### config.mk
export PLATFORM = sky130hd
export DESIGN_NAME = guess_round_ctrl_flat
export DESIGN_NICKNAME = d
export VERILOG_FILES = /design/src/rtl/guess_round_ctrl_if.sv /design/src/rtl/guess_round_ctrl.sv /design/src/flat_wrapper.sv
export SDC_FILE = /design/constraint.sdc
export NUM_CORES = 1
export LEC_CHECK = 0
export CORE_MARGIN = 5
export CORE_UTILIZATION = 55
export CTS_BUF_LIST = sky130_fd_sc_hd__clkbuf_8
export CTS_CLUSTER_SIZE = 10
export DETAILED_ROUTE_END_ITERATION = 7
export PLACE_DENSITY_LB_ADDON = 0.3
export SETUP_SLACK_MARGIN = 0.3
export SKIP_CTS_REPAIR_TIMING = 1
export SLEW_MARGIN = 20
export SYNTH_ARGS = -nofsm -noshare
export SYNTH_HDL_FRONTEND = slang
export SYNTH_SLANG_ARGS = --single-unit
### constraint.sdc
create_clock -name clk_i -period 2.3 [get_ports clk_i]
set_input_delay 0.46 -clock clk_i [delete_from_list [all_inputs] [get_ports clk_i]]
set_output_delay 0.46 -clock clk_i [all_outputs]
set_load 0.01 [all_outputs]
### src/rtl/guess_round_ctrl_if.sv
// Signal bundle between the guess-game round controller and its surroundings
// (switches, LFSR, score display and sound player).
interface guess_round_ctrl_if #(
  parameter int unsigned GuessW = 4,
  parameter int unsigned ScoreW = 5
);
  logic [1:0]        game_mode;
  logic              ready;
  logic              submit;
  logic [GuessW-1:0] user_guess;
  logic [GuessW-1:0] rand_value;
  logic              snd_ack;
  logic [ScoreW-1:0] user_correct;
  logic [ScoreW-1:0] user_incorrect;
  logic [ScoreW-1:0] round;
  logic              snd_req;
  logic              snd_val;
  logic              rand_load;
  logic              busy;
  logic              done;

  // The controller owns the game state; the environment supplies player and LFSR inputs.
  modport master (
    input  game_mode, ready, submit, user_guess, rand_value, snd_ack,
    output user_correct, user_incorrect, round, snd_req, snd_val, rand_load, busy, done
  );

  modport slave (
    output game_mode, ready, submit, user_guess, rand_value, snd_ack,
    input  user_correct, user_incorrect, round, snd_req, snd_val, rand_load, busy, done
  );
endinterface

### src/rtl/guess_round_ctrl.sv
// Round controller for the number-guessing game: timed rounds, radix-aware judgement,
// saturating scores, sound request handshake with timeout and LFSR advance pulses.
module guess_round_ctrl #(
  parameter int unsigned GuessW      = 4,
  parameter int unsigned ScoreW      = 5,
  parameter int unsigned Rounds      = 10,
  parameter int unsigned RoundCycles = 500_000_000,
  parameter int unsigned SndTo       = 50_000_000
) (
  input logic               clk_i,
  input logic               rst_i,
  guess_round_ctrl_if.master bus
);

  localparam int unsigned TimerW = (RoundCycles > 1) ? $clog2(RoundCycles) : 1;
  localparam int unsigned StoW   = (SndTo > 1) ? $clog2(SndTo) : 1;

  localparam logic [TimerW-1:0] TimerLast  = TimerW'(RoundCycles - 1);
  localparam logic [StoW-1:0]   StoLast    = StoW'(SndTo - 1);
  localparam logic [ScoreW-1:0] ScoreMax   = '1;
  localparam logic [ScoreW-1:0] RoundsLast = ScoreW'(Rounds);
  localparam logic [31:0]       DecLimit   = 32'd9;
  localparam logic [31:0]       OctLimit   = 32'd7;
  localparam logic [31:0]       HexLimit   = 32'((64'd1 << GuessW) - 64'd1);

  typedef enum logic [2:0] {StIdle, StPlay, StJudge, StSound, StDone} state_e;

  state_e            state_q;
  logic [1:0]        mode_q;
  logic [TimerW-1:0] timer_q;
  logic [StoW-1:0]   sto_q;
  logic [GuessW-1:0] guess_q;
  logic [GuessW-1:0] target_q;
  logic [ScoreW-1:0] correct_q, incorrect_q, round_q;
  logic [ScoreW-1:0] correct_d, incorrect_d, round_d;
  logic              snd_req_q, snd_val_q, rand_load_q, busy_q, done_q;
  logic [31:0]       limit;
  logic              hit;

  always_comb begin
    case (mode_q)
      2'b10:   limit = HexLimit;
      2'b11:   limit = OctLimit;
      default: limit = DecLimit;
    endcase
    hit         = (guess_q == target_q) && (32'(guess_q) <= limit);
    correct_d   = (hit && (correct_q != ScoreMax)) ? correct_q + ScoreW'(1) : correct_q;
    incorrect_d = (!hit && (incorrect_q != ScoreMax)) ? incorrect_q + ScoreW'(1) : incorrect_q;
    round_d     = (round_q != ScoreMax) ? round_q + ScoreW'(1) : round_q;
  end

  always_ff @(posedge clk_i) begin
    if (rst_i) begin
      state_q     <= StIdle;
      mode_q      <= 2'b00;
      timer_q     <= '0;
      sto_q       <= '0;
      guess_q     <= '0;
      target_q    <= '0;
      correct_q   <= '0;
      incorrect_q <= '0;
      round_q     <= '0;
      snd_req_q   <= 1'b0;
      snd_val_q   <= 1'b0;
      rand_load_q <= 1'b0;
      busy_q      <= 1'b0;
      done_q      <= 1'b0;
    end else begin
      rand_load_q <= 1'b0;
      // Dropping ready mid-game abandons the round; scores stay visible.
      if (!bus.ready && (state_q inside {StPlay, StJudge, StSound})) begin
        state_q   <= StIdle;
        snd_req_q <= 1'b0;
        busy_q    <= 1'b0;
      end else begin
        case (state_q)
          StIdle: begin
            if (bus.ready) begin
              correct_q   <= '0;
              incorrect_q <= '0;
              round_q     <= '0;
              timer_q     <= '0;
              mode_q      <= bus.game_mode;
              rand_load_q <= 1'b1;
              busy_q      <= 1'b1;
              state_q     <= StPlay;
            end
          end
          StPlay: begin
            if (bus.submit || (timer_q == TimerLast)) begin
              guess_q  <= bus.user_guess;
              target_q <= bus.rand_value;
              state_q  <= StJudge;
            end else begin
              timer_q <= timer_q + TimerW'(1);
            end
          end
          StJudge: begin
            correct_q   <= correct_d;
            incorrect_q <= incorrect_d;
            round_q     <= round_d;
            snd_req_q   <= 1'b1;
            snd_val_q   <= ~hit;
            sto_q       <= '0;
            state_q     <= StSound;
          end
          StSound: begin
            if (bus.snd_ack || (sto_q == StoLast)) begin
              snd_req_q <= 1'b0;
              if (round_q == RoundsLast) begin
                busy_q  <= 1'b0;
                done_q  <= 1'b1;
                state_q <= StDone;
              end else begin
                timer_q     <= '0;
                rand_load_q <= 1'b1;
                state_q     <= StPlay;
              end
            end else begin
              sto_q <= sto_q + StoW'(1);
            end
          end
          StDone: begin
            if (!bus.ready) begin
              done_q  <= 1'b0;
              state_q <= StIdle;
            end
          end
          default: state_q <= StIdle;
        endcase
      end
    end
  end

  assign bus.user_correct   = correct_q;
  assign bus.user_incorrect = incorrect_q;
  assign bus.round          = round_q;
  assign bus.snd_req        = snd_req_q;
  assign bus.snd_val        = snd_val_q;
  assign bus.rand_load      = rand_load_q;
  assign bus.busy           = busy_q;
  assign bus.done           = done_q;

endmodule
### src/flat_wrapper.sv
// flat-port wrapper written by rule: the top's interface ports become plain ports
module guess_round_ctrl_flat 
#(
  parameter int unsigned GuessW      = 4,
  parameter int unsigned ScoreW      = 5,
  parameter int unsigned Rounds      = 10,
  parameter int unsigned RoundCycles = 500_000_000,
  parameter int unsigned SndTo       = 50_000_000
)
  (clk_i, rst_i, bus_game_mode, bus_ready, bus_submit, bus_user_guess, bus_rand_value, bus_snd_ack, bus_user_correct, bus_user_incorrect, bus_round, bus_snd_req, bus_snd_val, bus_rand_load, bus_busy, bus_done);
  guess_round_ctrl_if #(.GuessW(GuessW), .ScoreW(ScoreW)) bus_i ();
  input logic clk_i;
  input logic rst_i;
  input wire logic [$bits(bus_i.game_mode)-1:0] bus_game_mode;
  input wire logic [$bits(bus_i.ready)-1:0] bus_ready;
  input wire logic [$bits(bus_i.submit)-1:0] bus_submit;
  input wire logic [$bits(bus_i.user_guess)-1:0] bus_user_guess;
  input wire logic [$bits(bus_i.rand_value)-1:0] bus_rand_value;
  input wire logic [$bits(bus_i.snd_ack)-1:0] bus_snd_ack;
  output wire logic [$bits(bus_i.user_correct)-1:0] bus_user_correct;
  output wire logic [$bits(bus_i.user_incorrect)-1:0] bus_user_incorrect;
  output wire logic [$bits(bus_i.round)-1:0] bus_round;
  output wire logic [$bits(bus_i.snd_req)-1:0] bus_snd_req;
  output wire logic [$bits(bus_i.snd_val)-1:0] bus_snd_val;
  output wire logic [$bits(bus_i.rand_load)-1:0] bus_rand_load;
  output wire logic [$bits(bus_i.busy)-1:0] bus_busy;
  output wire logic [$bits(bus_i.done)-1:0] bus_done;
  assign bus_i.game_mode = bus_game_mode;
  assign bus_i.ready = bus_ready;
  assign bus_i.submit = bus_submit;
  assign bus_i.user_guess = bus_user_guess;
  assign bus_i.rand_value = bus_rand_value;
  assign bus_i.snd_ack = bus_snd_ack;
  assign bus_user_correct = bus_i.user_correct;
  assign bus_user_incorrect = bus_i.user_incorrect;
  assign bus_round = bus_i.round;
  assign bus_snd_req = bus_i.snd_req;
  assign bus_snd_val = bus_i.snd_val;
  assign bus_rand_load = bus_i.rand_load;
  assign bus_busy = bus_i.busy;
  assign bus_done = bus_i.done;
  guess_round_ctrl #(.GuessW(GuessW), .ScoreW(ScoreW), .Rounds(Rounds), .RoundCycles(RoundCycles), .SndTo(SndTo)) u_core (.clk_i(clk_i), .rst_i(rst_i), .bus(bus_i));
endmodule
Yosys cells after proc, flatten, opt, wreduce, memory -nomap -nowiden. Cells that the tools add are included.

Bits in registers: 88. Input port bits: 15. Word-level logic and storage cells: 109.

$add $sub $neg: 5. $lt $le $gt $ge: 1. Equality and inequality tests: 24. Multiplexer cells: 35. Bitwise operators: 2. Reductions and logical operators: 28.

Operators by type and width (number): two-way mux 29 bit (4); one-hot mux 29 bit (3 select lines) (1); one-hot mux 26 bit (2 select lines) (1); one-hot mux 5 bit (2 select lines) (3); adder 29 x 1 -> 29 bit (second input constant) (1); equality test 29 bit (second input constant) (1); adder 26 x 1 -> 26 bit (second input constant) (1); equality test 26 bit (second input constant) (1); two-way mux 26 bit (1); two-way mux 5 bit (4); AND reduction 4 bit (5); != test 2 bit (second input constant) (8); adder 5 x 1 -> 5 bit (second input constant) (3); two-way mux 3 bit (5); != test 5 bit (second input constant) (3); one-hot mux 3 bit (5 select lines) (1); two-way mux 1 bit (10); AND reduction 3 bit (3); one-hot mux 1 bit (2 select lines) (4); one-hot mux 4 bit (2 select lines) (1); nonzero test 2 bit (4); equality test 3 x 2 -> 1 bit (second input constant) (2); != test 2 x 1 -> 1 bit (second input constant) (3); AND reduction 6 bit (1); other kinds (15) (24).

Logic depth before layout (Yosys ltp). Gate-level depths: netlist (run 1).

Depth after elaboration: 8. Gate-level depth with buffers: 11.

Worst setup path before layout (run 1). Ideal clock, no wire load.

Path type: reg-to-reg. Start: reg u_core.timer_q[0]. End: reg u_core.timer_q[1]. Arrival time: 1.996 ns. Setup slack: 0.187 ns. Cell stages (with the launch flop): 11. Clock period less this slack: 2.113 ns. Cells stage by stage: dfxtp_1 ha_1 nand3_1 or2_4 o31a_1 a211oi_2 buf_6 buf_6 buf_8 mux2i_1 nor2_1.

Longest elaborated chain between the ends: 4.

RTL lines: start: declaration (RTL line guess_round_ctrl.sv:30) `logic [TimerW-1:0] timer_q;`; start signal: assignment (RTL line guess_round_ctrl.sv:95) `timer_q <= timer_q + TimerW'(1);`; branches (longest 4 deep; another with adder 29 x 1 -> 29 bit).

Several ways; the timed one is not identified. The select of a mux whose other input is x is not followed. A chain may end at the register's enable or synchronous reset.

Worst setup path in the final report (run 1).
Start: reg u_core.mode_q[1]. End: reg u_core.correct_q[3] (netlist: u_core.bus.user_correct[3]).

Longest elaborated chain between the ends: 7.

RTL lines: start: declaration (RTL line guess_round_ctrl.sv:29) `logic [1:0] mode_q;`; start signal: assignment (RTL line guess_round_ctrl.sv:83) `mode_q <= bus.game_mode;`; equality test 2 bit (RTL line guess_round_ctrl.sv:41) `case (mode_q)`; one-hot mux 4 bit (2 select lines) (*) (RTL line guess_round_ctrl.sv:41); less-or-equal comparator 4 bit (*) (RTL line guess_round_ctrl.sv:46) `hit = (guess_q == target_q) && (32'(guess_q) <= limit);`; logical AND 1 bit (*) (RTL line guess_round_ctrl.sv:46); logical AND 1 bit (*) (RTL line guess_round_ctrl.sv:47) `correct_d = (hit && (correct_q != ScoreMax)) ? correct_q + ScoreW'(1) : correct_q;`; != test 2 x 1 -> 1 bit (no line) (*); AND reduction 4 bit (no line) (*); end signal: assignment (RTL line guess_round_ctrl.sv:99) `correct_q <= correct_d;`; end: declaration (RTL line guess_round_ctrl.sv:34) `logic [ScoreW-1:0] correct_q, incorrect_q, round_q;`.

Mark *: on every way between the ends. The rest lies on a longest branch, timed or not.

==> impl_results.md, run 1 <==
* Synth top area share at between 30% and 40%
* Global placer's final weighted congestion at ~0.8
* CTS tree: done
* First-pass detailed-route iteration total at 5
* Setup tns final at 0 ns
* Hold Path Depth at 3
* Multi-input logic area at ~2800 sq um
* EDFF count, synth at 0
* Post-synthesis simple-gate area fraction at between 20% and 30%
* Synth area leader: dfxtp_1
* FF/Latch Area at 1800 sq um
* Clock Path Buffers at 2
* Post-synthesis compound-gate area fraction at between 10% and 20%
* Final max-slew violation count at 0
* Final hold viol count at 0
* Static Leak at around 2.1 nW
* Inst Count DP at approximately 700
* Relative slew slack at approximately 70%
* Largest net degree at the start of global routing at 21
* Worst Reg-to-Reg Cells at 8
* Main combinational cell family by area after synthesis: simple AND/OR/NAND/NOR gates
* Post-synthesis xor/xnor area fraction at about 4%
* Fill cells at approximately 540
* Post-DP HPWL at between 7000 and 8000 um
* Crit end category: flip-flop
* Syn_area_per_cell at between 8 and 9 sq um
* Synthesis-stage register bit count at 88
* Sequential share of the synthesized area at around two fifths
* Diode count at 0
* Upper clock frequency limit at between 400 and 500 MHz
* Core area at roughly 8000 sq um
* CTS Sinks at 88
* Crit Path Category: reg -> reg
* Final setup viols at 0
* Layout Cells excl Fill at slightly above 700
* Initial antenna violation count at 0
* Min cycle time layout at 2.21 ns
* CP Max Fanout at 8
* PwrDens at 514 nW/um^2
* ANT nets after route at 0
* Io pins at 35
* H-Tree Depth at 3
* Tightest Hold Check Type: in -> reg
* Total GRT Usage at 20.9%
* Die footprint at 10000 sq um
* Fraction of layout cells with a size suffix above 1 at ~30%
* Yosys warning count at 0
* First-pass GRT wire length at ~17000 um
* Top post-synthesis cells by area: dfxtp_1, a21oi_1, or3_1, nor2_1, nand2_1
* Root Buffer: clkbuf_8
* Status: completed
* DR vias/cell at approximately 6.0
* Crit path required time at 2.60 ns
* Initial core utilization at roughly 57%
* Total CTS buffers at 9
* Max cap viols at 0
* Gr ovfl total at 0
* Final total power at between 3 and 4 mW
* RSZ-0062 raised after global routing: true
* Worst-Skew Late Latency at between 0.3 and 0.4 ns
* Drt total wl at approximately 12000 um
* Area of the mapped netlist at 4460 sq um
* Startpoint types: flip-flop
* Post-synthesis adder-cell area fraction at 2.80%
* Nets at between 600 and 700
* Worst Tran Pin Value at about 0.48 ns
* Worst path arrival time at approximately 2.5 ns
* DRC Markers at 0
* Post-synthesis cell type count at 61
* Max VDD drop at 0.000355 V
* Die X-Extent at around 100 um
* Reg clk slew, reported paths at roughly 0.10 ns
* Mapped Nets at 550
* Starting DRT DRC Count at around 230
* Ys flop type: dfxtp_1
* FP Rows at 32
* Vias in the first global route at approximately 4000
* Async set or reset register ratio after synthesis at 0%
* Multiplexer share of the synthesized area at around 2.7%
* Crit share post-route at a little over nine tenths
* Routed vias at around 4300
* Avg WL per Cell at about 16 um
* Port bufs at 34
* Syn Inst Count at 525
* Die Ht at 100 um
* Area grow syn2layout at 33.4%
* Worst Clk Skew at roughly 0.011 ns
-- critical path, stage by stage (launching register included) --
cell and delay (ns):
dfxtp_2 0.34, and2_4 0.14, ha_4 0.27, nand2_2 0.06, o21a_2 0.24, o41ai_4 0.43, nand2_2 0.17, or3_1 0.39
a21oi_2 0.12
-- power breakdown --
group          total (mW)  switching [mW]  internal, mW  leakage (nW)
combinational       0.326           0.174         0.152          1.32
clock                1.18           0.570         0.614         0.111
sequential           1.55          0.0126          1.54         0.724
total                3.06           0.756          2.30          2.15
-- layer usage --
metal	vias up	wire length [um]	GRT usage (%)
met2	111	6190	38.5
met3	29	438	3.34
met1	2093	4870	24.5
met5	-	0	0
li1	2109	-	-
met4	0	276	7.15
-- final timing paths --
| kind | start | end | slack (ns) |
|---|---|---|---|
| setup reg to reg | u_core.mode_q[1] | u_core.bus.user_correct[3] | 0.09 |
| setup / recovery | u_core.mode_q[1] | u_core.bus.user_correct[3] | 0.09 |
| hold / removal | bus_ready | u_core.bus.rand_load | 0.46 |
| hold reg to reg | u_core.mode_q[0] | u_core.mode_q[0] | 0.47 |
-- Yosys cell counts, drive strengths merged, types with 3 or more instances --
library cell  number
a2111oi            5
a211oi             4
a21o               4
a21oi             55
a22oi              3
and2               4
and3              14
and4               6
buf               17
clkbuf             8
dfxtp             88
ha                10
inv               14
mux2i             12
nand2             40
nand2b             7
nand3             23
nand3b             3
nand4             17
nor2              42
nor3               9
nor4               3
o211ai             7
o21ai             36
o31ai              5
or2                5
or3               35
or4               10
xnor2             12
xor2               8
-- flip-flops by register name, summed over array words and instances, names as in the netlist, 3 cells and up --
signal	flops
u_core.guess_q	4
u_core.sto_q	26
u_core.bus.user_correct	5
u_core.timer_q	29
u_core.bus.user_incorrect	5
u_core.state_q	3
u_core.bus.round	5
u_core.target_q	4
-- layout by cell type (no fill, tap or decap), drive strengths merged, types with 6 or more instances in the layout --
master / n
nor2: 42
clkdlybuf4s50: 33
nand2b: 7
a21oi: 55
mux2i: 12
ha: 10
and4: 6
or4: 10
xnor2: 12
o211ai: 7
or3: 35
nand4: 17
clkbuf: 10
o21ai: 36
and3: 14
dfxtp: 88
buf: 69
inv: 15
nor3: 9
xor2: 8
nand2: 40
nand3: 23
-- per-stage QoR --
step | util (%) | setup WS (ns) | hold slack [ns] | instance area [sq um]
final | 76.3 | 0.0859 | 0.458 | 5950
after global routing | 76.3 | -0.0141 | 0.459 | 5950
after CTS | 69.3 | -0.0914 | 0.457 | 5410
after detailed placement | 66.4 | -0.156 | 0.445 | 5190
after global placement | 66.4 | -0.0884 | 0.439 | 5190
after floorplan | - | 0.260 | 0.432 | 4500
-- cells by family after synthesis --
kind of cell	count (synthesis)
AOI/OAI and AO/OA	131
and+or+nand+nor	225
buffers and inverters	39
adders and majority gates	10
muxes	12
xor gates and xnor gates	20
DFF	88
-- final cells by class --
| cell class | instances | area share [%] |
|---|---|---|
| Sequential cell | 88 | 30.2 |
| Multi-Input combinational cell | 399 | 47.5 |
| Timing Repair Buffer | 104 | 15.5 |
| Clock inverter | 7 | 1.64 |
| Clock buffer | 9 | 2.08 |
| Inverter | 14 | 0.883 |
| Tap cell | 102 | 2.14 |
Note: power is estimated with default switching activity, not from simulation.
==> run 2, diff against run 1 <==
Settings changed: CORE_MARGIN 5 to 2.
==> impl_results.md, run 2 (synthesized netlist as in run 1, its figures left out) <==
* Status: completed
* Post-DP HPWL at roughly 7500 um
* Port bufs at 34
* Total GRT Usage at 24.0%
* Core area at 7810 sq um
* Clk pwr share at 37.2%
* Vias in the first global route at just under 4000
* Post-route cell area at roughly 6000 sq um
* Max VDD drop at approximately 0.0003 V
* Die Ht at 94.1 um
* Max cap viols at 0
* Biggest regs: u_core.timer_q (29), u_core.sto_q (26)
* Placed instance area at a little over 5000 sq um
* Die X-Extent at about 94 um
* DRC Markers at 0
* Comb power frac at approximately 11%
* Relative slew slack at a little over two thirds
* Drt total wl at around 12000 um
* Multi-input logic area at slightly below 3000 sq um
* Worst path arrival time at between 2 and 3 ns
* Final setup viols at 0
* First-pass GRT wire length at approximately 17000 um
* Fill cells at between 500 and 600
* Diode count at 0
* H-Tree Depth at 3
* Fraction of layout cells with a size suffix above 1 at between 20 and 30%
* Routed vias at 4386
* Static Leak at about 2.1 nW
* Crit end category: flip-flop
* Die footprint at ~8900 sq um
* Final Core Density at approximately three quarters
* Crit share post-route at 95.2%
* Met1 usage at 28.3%
* Crit Path Category: reg -> reg
* Tightest Hold Check Type: reg -> reg
* FF/Latch Area at roughly 1800 sq um
* Max reg flops at 29
* Crit path required time at between 2 and 3 ns
* FP Rows at 32
* Initial antenna violation count at 0
* Internal cell power at 2.22 mW
* Gr ovfl total at 0
* Clock Path Buffers at 2
* CP Max Fanout at 8
* First-pass detailed-route iteration total at 5
* Upper clock frequency limit at about 460 MHz
* CTS Sinks at 88
* Met3 usage at ~3.9%
* Initial core utilization at 57.2%
* Worst Clk Skew at between 0.015 and 0.02 ns
* Starting DRT DRC Count at approximately 220
* Reg clk slew, reported paths at about 0.10 ns
* PwrDens at around 500 nW/um^2
* DR vias/cell at slightly above 6
* Total CTS buffers at 9
* Area grow syn2layout at 34.1%
* Busiest grt layer: met2
* Worst Tran Pin Value at 0.442 ns
* CTS tree: done
* Worst-Skew Late Latency at approximately 0.36 ns
* ANT nets after route at 0
* Net switching fraction of the power at between 20% and 30%
* GR Layer Usage met2 at 44.3%
* Final hold viol count at 0
* Commonest non-fill, non-tap cell in the layout: dfxtp_1
* Min cycle time layout at approximately 2.2 ns
* RSZ-0062 raised after global routing: true
* Reg power frac at approximately 52%
* Final max-slew violation count at 0
* Largest net degree at the start of global routing at 21
* Most frequent cells in the layout: dfxtp_1, buf_4, a21oi_1
* Avg WL per Cell at around 17 um
* Root Buffer: clkbuf_8
* Io pins at 35
* Global placer's final weighted congestion at ~0.87
* Largest reg by FF count: u_core.timer_q
* Net load switching power at around 0.8 mW
* Nets at 642
* Startpoint types: flip-flop
-- run 2: power by group through the flow --
stage	Sequential (mW)	Combinational (mW)	Clock [mW]
floorplan	1.59	0.153	0
global placement	1.59	0.249	0
detailed placement	1.59	0.254	0
CTS	1.55	0.258	1.12
global route	1.55	0.359	1.19
finish	1.55	0.334	1.12
-- run 2: worst max-delay path, cell delays in order (launching register included) --
cell and delay (ns):
dfxtp_2 0.33, and2_4 0.16, ha_4 0.26, nand2_2 0.05, o21a_4 0.23, o41ai_4 0.40
nand2_2 0.18, or3_4 0.40, a21oi_2 0.11
-- run 2: cell type report --
cell class                 instances  share of cell area (%)
clock buffer                      10                    2.30
clock inverter                     6                    1.13
inverter                          14                   0.920
multi-input combinational        399                    48.2
sequential                        88                    30.1
tap                              102                    2.13
timing repair buffer             105                    15.2
-- run 2: metal layers --
metal	vias to the layer above	share of wire (%)
li1	2109	-
met1	2111	40
met2	131	53
met3	35	4.1
met4	0	2.5
met5	-	0
-- run 2: stage by stage --
stage	hold slack [ns]	setup TNS (ns)	instances	total power, mW	setup WS [ns]
2_1_floorplan	0.432	0	525	1.74	0.260
3_3_place_gp	0.438	-0.0274	677	1.84	-0.00609
3_5_place_dp	0.448	-0.955	677	1.84	-0.0801
4_1_cts	0.462	0	693	2.93	0.00808
5_1_grt	0.507	0	724	3.10	0.0266
6_report	0.477	0	724	3.00	0.110
-- run 2: path summary, 6_finish.rpt --
path	startpoint	endpoint	slack [ns]	cells after the start
hold reg to reg	u_core.mode_q[0]	u_core.mode_q[0]	0.48	2
setup / recovery	u_core.mode_q[0]	u_core.bus.user_correct[2]	0.11	8
setup reg to reg	u_core.mode_q[0]	u_core.bus.user_correct[2]	0.11	8
hold / removal	u_core.mode_q[0]	u_core.mode_q[0]	0.48	2
==> run 3, diff against run 2 <==
Settings changed: CTS_CLUSTER_DIAMETER set to 40, GPL_TIMING_DRIVEN set to 0.
==> impl_results.md, run 3 (synthesized netlist as in run 1, its figures left out) <==
* Reg power frac at between 50 and 60%
* Crit-path slowest cell: dfxtp_1
* Net load switching power at roughly 0.80 mW
* CP bufs+invs at 3
* Max reg flops at 29
* Die footprint at a little under 9000 sq um
* Final hold viol count at 0
* Final setup viols at 0
* Critical Path Max Stage Delay at between 0.4 and 0.5 ns
* Status: completed
* Busiest grt layer: met2
* DRC Markers at 0
* Met3 usage at under 10%
* Max VDD drop at 0.000449 V
* CTS tree: done
* RSZ-0062 raised after global routing: true
* First-pass detailed-route iteration total at 7
* Net switching fraction of the power at a little over a quarter
* Worst path arrival time at about 2.6 ns
* Total CTS buffers at 9
* Worst-Skew Late Latency at between 0.3 and 0.4 ns
* DR vias/cell at about 6.4
* Final max-slew violation count at 0
* Clk pwr share at 37.1%
* Tightest Hold Check Type: reg -> reg
* Static Leak at about 2.1 nW
* Post-route cell area at ~6100 sq um
* Final total power at ~3.0 mW
* Min Hold Slack at approximately 0.46 ns
* Initial antenna violation count at 0
* Clock Path Buffers at 2
* Startpoint types: flip-flop
* Internal cell power at 2.23 mW
* Root Buffer: clkbuf_8
* Met1 usage at between 20% and 30%
* Most frequent cells in the layout: dfxtp_1, a21oi_1, nor2_1
* Area grow syn2layout at 36.2%
* Diode count at 0
* First-pass GRT wire length at 17600 um
* Comb power frac at 11.9%
* Layout Cells excl Fill at around 700
* Reg clk slew, reported paths at approximately 0.090 ns
* Upper clock frequency limit at between 400 and 500 MHz
* GR Layer Usage met2 at 43.0%
* Crit path required time at 2.59 ns
* Placed instance area at ~5000 sq um
* Crit share post-route at 99.8%
* Post-route setup slack at around 0.0046 ns
* Fraction of layout cells with a size suffix above 1 at 31.2%
* Critical path cell sequence: nor4b_2 -> nand4_1 -> o31a_1 -> a211oi_4 -> buf_6 -> buf_4 -> buf_8 -> o21ai_1 -> a21oi_1
* PwrDens at roughly 500 nW/um^2
* CP Max Fanout at 10
* Port bufs at 34
* Commonest non-fill, non-tap cell in the layout: dfxtp_1
* ANT nets after route at 0
* Min cycle time layout at 2.30 ns
* Drt total wl at between 10000 and 15000 um
* Starting DRT DRC Count at 325
* Post-DP HPWL at ~7500 um
* Avg WL per Cell at roughly 18 um
* Setup tns final at 0 ns
* Worst Tran Pin Value at slightly below 0.9 ns
* Gr ovfl total at 0
* Nets at between 600 and 700
* H-Tree Depth at 3
* Crit Path Category: reg -> reg
* Core area at approximately 7800 sq um
* Biggest regs: u_core.timer_q (29), u_core.sto_q (26)
* Largest net degree at the start of global routing at 16
* Vias in the first global route at 3874
* Total GRT Usage at 24.8%
* Relative slew slack at 42.3%
* Die X-Extent at between 90 and 100 um
* Crit path max-delay family: compound AO/OA/AOI/OAI gates
* Global placer's final weighted congestion at about 0.9
* Routed vias at between 4000 and 5000
* Io pins at 35
* Die Ht at around 94 um
* FP Rows at 32
* Crit end category: flip-flop
* Largest reg by FF count: u_core.timer_q
* Final Core Density at between 70 and 80%
* Initial core utilization at between 50% and 60%
* CTS Sinks at 88
* Dpl ws at -0.473 ns
* Max cap viols at 0
* Inst Count DP at 661
* Worst Clk Skew at roughly 0.012 ns
[run 3: final cells by class]
class	instances	area (sq um)
Tap cell	102	128
Clock buffer	10	138
Multi-Input combinational cell	398	2990
Clock inverter	6	67.6
Fill cell	486	1730
Buffer	25	194
Timing Repair Buffer	74	693
Inverter	14	52.6
Sequential cell	88	1810
[run 3: worst min-delay path: stages, from the launching register on]
cell and delay [ns]:
dfxtp_2 0.33, nand2_1 0.05, a21oi_1 0.05
[run 3: metal layers]
| layer | up-vias | wire (um) |
|---|---|---|
| li1 | 2094 | - |
| met1 | 2177 | 5110 |
| met2 | 243 | 6730 |
| met3 | 49 | 802 |
| met4 | 0 | 512 |
| met5 | - | 0 |
[run 3: final timing paths]
| path | startpoint | cells past startpoint | slack, ns | to |
|---|---|---|---|---|
| worst max-delay path | u_core.timer_q[10] | 9 | 0.005 | u_core.timer_q[18] |
| worst min-delay path | u_core.mode_q[0] | 2 | 0.46 | u_core.mode_q[0] |
| worst max register to register | u_core.timer_q[10] | 9 | 0.005 | u_core.timer_q[18] |
| worst min register to register | u_core.mode_q[0] | 2 | 0.46 | u_core.mode_q[0] |
[run 3: power by group through the flow]
| stage | Clock, mW | Sequential, mW | Combinational [mW] |
|---|---|---|---|
| finish | 1.12 | 1.55 | 0.361 |
| global route | 1.18 | 1.55 | 0.381 |
| CTS | 1.12 | 1.55 | 0.245 |
| detailed placement | 0 | 1.59 | 0.244 |
| global placement | 0 | 1.59 | 0.239 |
| floorplan | 0 | 1.59 | 0.153 |
